**config.mk**
```make
export PLATFORM = sky130hd
export DESIGN_NAME = tekbot_motor_drive
export DESIGN_NICKNAME = d
export VERILOG_FILES = /design/src/rtl/tekbot_motor_drive.sv
export SDC_FILE = /design/constraint.sdc
export NUM_CORES = 1
export LEC_CHECK = 0
export CAP_MARGIN = 10
export CORE_MARGIN = 4
export CORE_UTILIZATION = 57
export CTS_BUF_LIST = sky130_fd_sc_hd__clkbuf_8 sky130_fd_sc_hd__clkbuf_16
export DETAILED_ROUTE_END_ITERATION = 16
export PLACE_DENSITY = 0.79
export SLEW_MARGIN = 20
export SYNTH_ARGS = -nofsm -noshare
export SYNTH_HDL_FRONTEND = slang
export SYNTH_SLANG_ARGS = --single-unit
```
**constraint.sdc**
```tcl
create_clock -name clk -period 3.96 [get_ports clk]
set_clock_uncertainty 0.2 [all_clocks]
set_input_delay 0.396 -clock clk [delete_from_list [all_inputs] [get_ports clk]]
set_output_delay 0.396 -clock clk [all_outputs]
set_load 0.02 [all_outputs]
```
**src/rtl/tekbot_motor_drive.sv**
```systemverilog
// tekbot_motor_drive
//   Drives the two TekBot H-bridges from the bumper/steering stage's
//   per-side enable/direction requests. Each side gets a PWM enable at a
//   shared programmable duty, and any direction reversal while running is
//   preceded by a dead-time with the bridge disabled.
//
// Ports
//   clk, reset        system clock, asynchronous active-high reset
//   Len/Ldir          left enable/direction request (asynchronous)
//   Ren/Rdir          right enable/direction request (asynchronous)
//   duty[PWM_BITS]    PWM duty, synchronous to clk, sampled once per period
//   L_pwm/R_pwm       bridge enable (PWM)
//   L_dir/R_dir       bridge direction
//   L_busy/R_busy     side is in reversal dead-time
//
// Parameters
//   PWM_BITS  counter/duty width; PWM period is 2^PWM_BITS clocks
//   DEADTIME  clocks of forced-low PWM ahead of a direction change (1..255)

// ---------------------------------------------------------------------------
// One bridge side: command synchronizer, STOP/RUN/DEAD FSM, output flops.
// ---------------------------------------------------------------------------
module tekbot_motor_side #(
  parameter int DEADTIME = 16
) (
  input  logic clk,
  input  logic reset,
  input  logic en_async,
  input  logic dir_async,
  input  logic pwm_raw_nxt,   // PWM level for the cycle after this edge
  output logic pwm,
  output logic dir,
  output logic busy
);
  localparam int TW = 8;

  typedef enum logic [1:0] {STOP, RUN, DEAD} state_t;

  state_t        state_q, state_d;
  logic [1:0]    en_sync, dir_sync;
  logic          en_s, dir_s;
  logic [TW-1:0] tmr_q, tmr_d;
  logic          dir_d, pwm_d, busy_d;

  // two-flop synchronizers; bit 1 is the usable, synchronized value
  always_ff @(posedge clk or posedge reset) begin
    if (reset) begin
      en_sync  <= '0;
      dir_sync <= '0;
    end else begin
      en_sync  <= {en_sync[0], en_async};
      dir_sync <= {dir_sync[0], dir_async};
    end
  end

  assign en_s  = en_sync[1];
  assign dir_s = dir_sync[1];

  always_ff @(posedge clk or posedge reset) begin
    if (reset) begin
      state_q <= STOP;
      tmr_q   <= '0;
      dir     <= 1'b0;
      pwm     <= 1'b0;
      busy    <= 1'b0;
    end else begin
      state_q <= state_d;
      tmr_q   <= tmr_d;
      dir     <= dir_d;
      pwm     <= pwm_d;
      busy    <= busy_d;
    end
  end

  always_comb begin
    state_d = state_q;
    tmr_d   = tmr_q;
    dir_d   = dir;
    case (state_q)
      // bridge is off, so the direction can simply track the request
      STOP: begin
        dir_d = dir_s;
        if (en_s) state_d = RUN;
      end
      // dropping enable takes priority over a reversal; the direction
      // then catches up for free in STOP
      RUN: begin
        if (!en_s) begin
          state_d = STOP;
        end else if (dir_s != dir) begin
          state_d = DEAD;
          tmr_d   = TW'(DEADTIME - 1);
        end
      end
      // always runs to completion regardless of what the requests do,
      // then picks up whatever direction/enable is current at that moment
      DEAD: begin
        if (tmr_q == '0) begin
          dir_d   = dir_s;
          state_d = en_s ? RUN : STOP;
        end else begin
          tmr_d = tmr_q - TW'(1);
        end
      end
      default: state_d = STOP;
    endcase
    // outputs are registered from next-state values so they line up with
    // the state register rather than trailing it by a clock
    pwm_d  = (state_d == RUN) && pwm_raw_nxt;
    busy_d = (state_d == DEAD);
  end
endmodule

// ---------------------------------------------------------------------------
// Top: shared PWM timebase plus one side instance per motor.
// ---------------------------------------------------------------------------
module tekbot_motor_drive #(
  parameter int PWM_BITS = 8,
  parameter int DEADTIME = 16
) (
  input  logic                clk,
  input  logic                reset,
  input  logic                Len,
  input  logic                Ldir,
  input  logic                Ren,
  input  logic                Rdir,
  input  logic [PWM_BITS-1:0] duty,
  output logic                L_pwm,
  output logic                L_dir,
  output logic                R_pwm,
  output logic                R_dir,
  output logic                L_busy,
  output logic                R_busy
);
  localparam int NUM_SIDES = 2;   // index 0 = left, 1 = right

  logic [PWM_BITS-1:0]  cnt, cnt_nxt, duty_q, duty_q_nxt;
  logic                 pwm_raw_nxt;
  logic [NUM_SIDES-1:0] en_a, dir_a, pwm_o, dir_o, busy_o;

  // duty is only sampled at the wrap so a period is never cut short
  assign cnt_nxt     = cnt + PWM_BITS'(1);
  assign duty_q_nxt  = (cnt == '1) ? duty : duty_q;
  // all-ones duty means fully on, not "on for all but the last count"
  assign pwm_raw_nxt = (duty_q_nxt == '1) || (cnt_nxt < duty_q_nxt);

  always_ff @(posedge clk or posedge reset) begin
    if (reset) begin
      cnt    <= '0;
      duty_q <= '0;
    end else begin
      cnt    <= cnt_nxt;
      duty_q <= duty_q_nxt;
    end
  end

  assign en_a  = {Ren, Len};
  assign dir_a = {Rdir, Ldir};

  for (genvar s = 0; s < NUM_SIDES; s++) begin : g_side
    tekbot_motor_side #(.DEADTIME(DEADTIME)) u_side (
      .clk         (clk),
      .reset       (reset),
      .en_async    (en_a[s]),
      .dir_async   (dir_a[s]),
      .pwm_raw_nxt (pwm_raw_nxt),
      .pwm         (pwm_o[s]),
      .dir         (dir_o[s]),
      .busy        (busy_o[s])
    );
  end

  assign L_pwm  = pwm_o[0];
  assign L_dir  = dir_o[0];
  assign L_busy = busy_o[0];
  assign R_pwm  = pwm_o[1];
  assign R_dir  = dir_o[1];
  assign R_busy = busy_o[1];
endmodule

```
==> impl_metrics.yaml, run 1 <==
setup_path:
  crit_type: "reg2reg"
  crit_required_ps: 3940
  path_common_cell: "ha_1"
  crit_family: "compound AO/OA/AOI/OAI gates"
  crit_path_end_kind: "flop"
  arrival_ps: 3160
  crit_chain: "ha_1 > nand4_2 > nor2_1 > mux2i_1 > ha_1 > o21ai_0 > a21o_1 > a221o_1 > a2111oi_2 > nor3b_1"
  timing.critical_path.from: "cnt[0]"
  max_stage_delay_ps: 470
  start_kind: "flop"
  cpMaxStageDelayCell: "nor2_1"
  r2r_start: "cnt[0]"
  critPathMaxFanout: 6
  cp_num_buf_inv: 0
detailed_routing:
  viasPerCell: 5.67
  first_pass_iters: 4
  via_count: 1668
  drtIter0Drc: 75
  drt_wl_total_um: 4210
  drc: 0
  wl_per_cell_um: 14.3
  antenna_left: 0
synthesis:
  synth_nets: 246
  synthCells: 221
  yosysWarningCount: 0
  yosysUniqueCellTypes: 42
  synth_area_per_cell_um2: 10.8
  ys_ff_latch: 50
  synth_area_um2: 2380
  ys_seq_area_frac: 0.525
floorplan:
  start_util: 0.591
  rows: 23
  die_h_um: 72.6
  ioPinCount: 20
  die_area_um2: 5280
  die_x_um: 72.6
  coreArea_um2: 4030
timing:
  relSlewSlack: 0.453
  worst_pin_slew_ps: 819
  post-route-period-util: 0.804
  slew_viol_final: 0
  setup_viol: 0
  max_freq_ghz: 0.314
  fin_setup_tns_ps: 0
  finalHoldViolCount: 0
  rsz0062_at_grt: "false"
  finalCriticalPeriod_ps: 3180
  setup_ws_ps: 776
clock_tree:
  cts_resized: 0
  htree_levels: 2
  cts_buffers: 5
  cts_root_buf: "clkbuf_8"
  clk_pin_slew_ps: 90
  cts_tree: "done"
  hold_buffers: 0
  clock_path_buffers: 2
  clock-sinks: 50
  clk_latency_ps: 300
  cts_setup_buffers: 0
cells_and_area:
  drive_gt1_frac: 0.0738
  diodes: 0
  nFillCells: 316
  synthToLayoutAreaGrowth_pct: 13.3
  layout.nets: 268
global_route:
  grt_pass1_wl_um: 7200
  grt_usage: 0.179
  grt_pass1_vias: 1620
  grt_start_max_net_pins: 51
  antenna_found_initial: 0
  grt-ovfl-total: 0
pwr:
  power.density_nw_per_um2: 526
  pwr-share-comb: 0.278
  power_frac_clock: 0.200
  ir_drop_mv: 0.339
  p_leak_nw: 1.27
  p_seq_frac: 0.522
  p_sw_mw: 0.493
  p_int_mw: 0.927
  sw_frac_of_total: 0.347
min_path:
  min_from: "g_side[1].u_side.dir_sync[0]"
  min_path_type: "reg2reg"
placed_design:
  portBuffers: 19
  place_ws_ps: 790
  gp_congestion: 0.909
  hpwl_um: 3180
run:
  cap_viol_max_count: 0
outcome:
  status: "finished clean"
[metal layers]
| layer | routed length, um | vias up | global-route usage |
|---|---|---|---|
| li1 | - | 816 | - |
| met2 | 1890 | 44 | 0.275 |
| met4 | 90 | 0 | 0.0779 |
| met3 | 181 | 9 | 0.0441 |
| met1 | 2050 | 799 | 0.241 |
| met5 | 0 | - | 0 |
[metrics by stage]
| step | hold WS [ps] | util | cell area (um^2) | instances | power, mW |
|---|---|---|---|---|---|
| finish | 154 | 0.670 | 2700 | 294 | 1.42 |
| global route | 175 | 0.670 | 2700 | 294 | 1.51 |
| CTS | 157 | 0.670 | 2700 | 294 | 1.43 |
| detailed placement | 136 | 0.648 | 2610 | 286 | 1.14 |
| global placement | 133 | 0.648 | 2610 | 286 | 1.12 |
| floorplan | 131 | - | 2380 | 221 | 1.00 |
[worst paths after layout]
path / cells after the start / to / slack (ps)
hold reg to reg: 0 / g_side[1].u_side.dir_sync[1] / 150
hold / removal: 0 / g_side[1].u_side.dir_sync[1] / 150
setup reg to reg: 10 / g_side[0].u_side.pwm / 780
min in group asynchronous: 2 / g_side[1].u_side.dir_sync[1] / 350
max in group asynchronous: 2 / cnt[2] / 2720
setup / recovery: 10 / g_side[0].u_side.pwm / 780
[power groups by stage]
stage                     combinational (mW)  sequential, mW  clock, mW
after global routing                   0.443           0.757      0.313
final                                  0.395           0.741      0.284
after CTS                              0.398           0.739      0.293
after detailed placement               0.397           0.748          0
after global placement                 0.383           0.742          0
after floorplan                        0.263           0.741          0
[synth_stat cells]
| library cell | count | area [um^2] |
|---|---|---|
| clkbuf_1 | 3 | 11.3 |
| nand4_2 | 1 | 12.5 |
| nand3b_1 | 1 | 7.51 |
| a31o_2 | 1 | 8.76 |
| a211oi_1 | 2 | 15.0 |
| a2111oi_0 | 1 | 8.76 |
| nand4b_1 | 1 | 8.76 |
| nor4_2 | 1 | 12.5 |
| mux2_2 | 4 | 45.0 |
| mux2i_1 | 6 | 60.1 |
| nand2_1 | 10 | 37.5 |
| nor2_1 | 28 | 105 |
| nand3_1 | 7 | 35.0 |
| a221o_1 | 1 | 10.0 |
| a41oi_1 | 1 | 8.76 |
| inv_1 | 17 | 63.8 |
| nand4_1 | 5 | 31.3 |
| and2_1 | 3 | 18.8 |
| a2111oi_2 | 1 | 15.0 |
| and4_1 | 1 | 8.76 |
| o22a_1 | 1 | 8.76 |
| or2_2 | 1 | 6.26 |
| xnor2_1 | 5 | 43.8 |
| dfrtp_1 | 50 | 1250 |
| a21oi_1 | 8 | 40.0 |
| nand2b_1 | 3 | 18.8 |
| mux2_4 | 1 | 15.0 |
| or2_1 | 1 | 6.26 |
| o211ai_1 | 3 | 22.5 |
| o21a_1 | 2 | 15.0 |
| and3_1 | 2 | 12.5 |
| o2111ai_1 | 2 | 17.5 |
| xor2_1 | 14 | 123 |
| a31oi_1 | 4 | 25.0 |
| a21o_1 | 1 | 7.51 |
| and4b_1 | 1 | 10.0 |
| nor3b_1 | 2 | 15.0 |
| nor3_1 | 2 | 10.0 |
| o21ai_0 | 7 | 35.0 |
| buf_6 | 1 | 11.3 |
| nor4_1 | 4 | 25.0 |
| ha_1 | 11 | 138 |
[final cells by class]
class                   count  area, um^2  share of cell area
clock buffers               5        68.8              0.0255
clock inverters             3        17.5             0.00649
inverters                  17        65.1              0.0241
multi-input cells         150        1040               0.387
flip-flops and latches     50        1250               0.464
well taps                  50        62.6              0.0232
repair buffers             19         190              0.0705
[flip-flops by register name (all words and copies together) (netlist names)]
| register | flops |
|---|---|
| cnt | 8 |
| g_side.u_side.dir_sync | 4 |
| g_side.u_side.busy | 2 |
| duty_q | 8 |
| g_side.u_side.pwm | 2 |
| g_side.u_side.state_q | 4 |
| g_side.u_side.tmr_q | 16 |
| g_side.u_side.en_sync | 4 |
| g_side.u_side.dir | 2 |
[kinds of logic after synthesis]
family	share of synthesized area
buf+inv	0.0363
simple gates	0.160
mux	0.0504
compound gates	0.0998
flops	0.525
xor+xnor	0.0699
fa+ha+maj	0.0578
[placed cells by master (no fill, tap or decap), types with 2 or more instances in the layout]
cell and count:
dfrtp_1 50, nor2_1 28, clkdlybuf4s50_1 19, inv_1 17, xor2_1 14, ha_1 11, nand2_1 10, a21oi_1 8
nand3_1 7, o21ai_0 7, mux2i_1 6, xnor2_1 5, nand4_1 5, clkbuf_8 5, a31oi_1 4, mux2_2 4
nor4_1 4, nand2b_1 3, and2_1 3, o211ai_1 3, and3_1 2, o21a_1 2, a211oi_1 2, nor3b_1 2
clkinv_2 2, nor3_1 2, o2111ai_1 2
(Power assumes the default switching activity.)
==> run 2: changes to the inputs <==
--- a/config.mk
+++ b/config.mk
@@ -7,10 +7,10 @@
 export LEC_CHECK = 0
 export CAP_MARGIN = 10
 export CORE_MARGIN = 4
-export CORE_UTILIZATION = 57
+export CORE_UTILIZATION = 51
 export CTS_BUF_LIST = sky130_fd_sc_hd__clkbuf_8 sky130_fd_sc_hd__clkbuf_16
 export DETAILED_ROUTE_END_ITERATION = 16
-export PLACE_DENSITY = 0.79
+export PLACE_DENSITY = 0.74
 export SLEW_MARGIN = 20
 export SYNTH_ARGS = -nofsm -noshare
 export SYNTH_HDL_FRONTEND = slang
==> constraint.sdc (replaced) <==
create_clock -name clk -period 2.7 [get_ports clk]
set_clock_uncertainty 0.2 [all_clocks]
set_input_delay 0.27 -clock clk [delete_from_list [all_inputs] [get_ports clk]]
set_output_delay 0.27 -clock clk [all_outputs]
set_load 0.02 [all_outputs]
==> impl_metrics.yaml, run 2 (synthesized netlist as in run 1, its figures left out) <==
pwr:
  power.density_nw_per_um2: 722
  ir_drop_mv: 0.461
  power_mw: 2.09
  power_frac_clock: 0.205
  p_seq_frac: 0.516
  pwr-share-comb: 0.279
  p_sw_mw: 0.707
  sw_frac_of_total: 0.337
  p_int_mw: 1.39
  p_leak_nw: 1.34
detailed_routing:
  wl_per_cell_um: 14.8
  drtIter0Drc: 142
  antenna_left: 0
  drt_wl_total_um: 4600
  viasPerCell: 5.58
  drc: 0
  first_pass_iters: 4
  via_count: 1734
clock_tree:
  cts_buffers: 5
  clock-sinks: 50
  htree_levels: 2
  clock_path_buffers: 2
  clk_latency_ps: 290
  cts_tree: "done"
  cts_root_buf: "clkbuf_8"
  clk_pin_slew_ps: 90
  hold_buffers: 0
global_route:
  grt_start_max_net_pins: 22
  grt-ovfl-total: 0
  grt_pass1_wl_um: 8170
  grt_usage: 0.174
  grt_pass1_vias: 1789
  antenna_found_initial: 0
placed_design:
  hpwl_um: 3460
  place_ws_ps: -70.9
  portBuffers: 19
  gp_congestion: 0.877
  placed_cell_area_um2: 2740
setup_path:
  arrival_ps: 2710
  crit_path_end_kind: "flop"
  critPathMaxFanout: 4
  timing.critical_path.from: "cnt[0]"
  start_kind: "flop"
  crit_required_ps: 2680
  crit_type: "reg2reg"
  r2r_start: "cnt[0]"
  rr_worst_depth: 11
cells_and_area:
  final_util: 0.652
  drive_gt1_frac: 0.166
  largest_reg_flops: 16
  nFillCells: 361
  synthToLayoutAreaGrowth_pct: 21.8
  layout.nets: 283
  regMostFlops: "g_side.u_side.tmr_q"
  layout_commonest_cell: "dfrtp_1"
  final_cell_mix: "50 x dfrtp_1, 26 x nor2_1, 19 x clkdlybuf4s50_1"
  top_regs: "g_side.u_side.tmr_q x16, cnt x8, duty_q x8"
  diodes: 0
  fin_area_um2: 2900
floorplan:
  ioPinCount: 20
  start_util: 0.536
  die_x_um: 76.3
  die_h_um: 76.3
  die_area_um2: 5830
  rows: 24
  coreArea_um2: 4440
timing:
  slew_viol_final: 0
  finalHoldViolCount: 0
  setup_viol: 2
  post-route-period-util: 1.01
  rsz0062_at_grt: "true"
  worst_pin_slew_ps: 589
  max_freq_ghz: 0.366
  finalCriticalPeriod_ps: 2730
  setup_ws_ps: -32.3
  relSlewSlack: 0.604
outcome:
  violations: "negative setup slack"
  status: "finished with violations"
min_path:
  min_path_type: "in2async"
run:
  cap_viol_max_count: 0
-- run 2: area by class of cell --
class,count,area [um^2],share of cell area
Clock buffer,6,82.6,0.0285
Clock inverter,2,8.76,0.00302
Inverter,17,63.8,0.0220
Multi-Input combinational cell,150,1120,0.388
Sequential cell,50,1250,0.432
Tap cell,52,65.1,0.0224
Timing Repair Buffer,34,303,0.104
-- run 2: power by group through the flow --
stage	Sequential [mW]	Combinational, mW	Clock [mW]
floorplan	1.09	0.387	0
finish	1.08	0.584	0.430
CTS	1.08	0.587	0.454
global route	1.11	0.659	0.487
detailed placement	1.10	0.580	0
global placement	1.09	0.565	0
-- run 2: critical path, cell delays in order (launching register included) --
cell,delay [ps]
dfrtp_1,390
ha_4,160
nand4_4,100
or2_4,280
mux2_4,210
inv_2,40
ha_4,270
o21ai_2,60
a21o_1,180
a221o_1,400
a2111oi_4,250
nor3b_1,90
-- run 2: worst paths after layout --
check | end | slack, ps
worst max-delay path | g_side[1].u_side.pwm | -30
worst min-delay path | g_side[1].u_side.busy | 50
worst max register to register | g_side[1].u_side.pwm | -30
worst min register to register | g_side[0].u_side.en_sync[1] | 150
max in group asynchronous | cnt[3] | 1660
min in group clk | g_side[0].u_side.en_sync[1] | 150
-- run 2: routing by layer --
layer | part of all wire | GRT usage | vias up
li1 | - | - | 851
met1 | 0.45 | 0.236 | 822
met3 | 0.037 | 0.0355 | 9
met2 | 0.49 | 0.275 | 52
met5 | 0 | 0 | -
met4 | 0.021 | 0.0670 | 0
-- run 2: repair_timing --
item                                    CTS  global route
endpoints found under the setup margin    2             2
resized for setup                         8             2
endpoints found under the hold margin     0             0
pin swaps                                 7             0
setup buffers                             3             0
-- run 2: metrics by stage --
step | std cells | hold slack, ps | TNS (ps)
2_1_floorplan | 221 | 101 | -55.4
3_3_place_gp | 300 | 133 | 0
3_5_place_dp | 300 | 136 | -136
4_1_cts | 311 | 51.8 | -23.1
5_1_grt | 311 | 85.0 | -270
6_report | 311 | 48.8 | -64.4
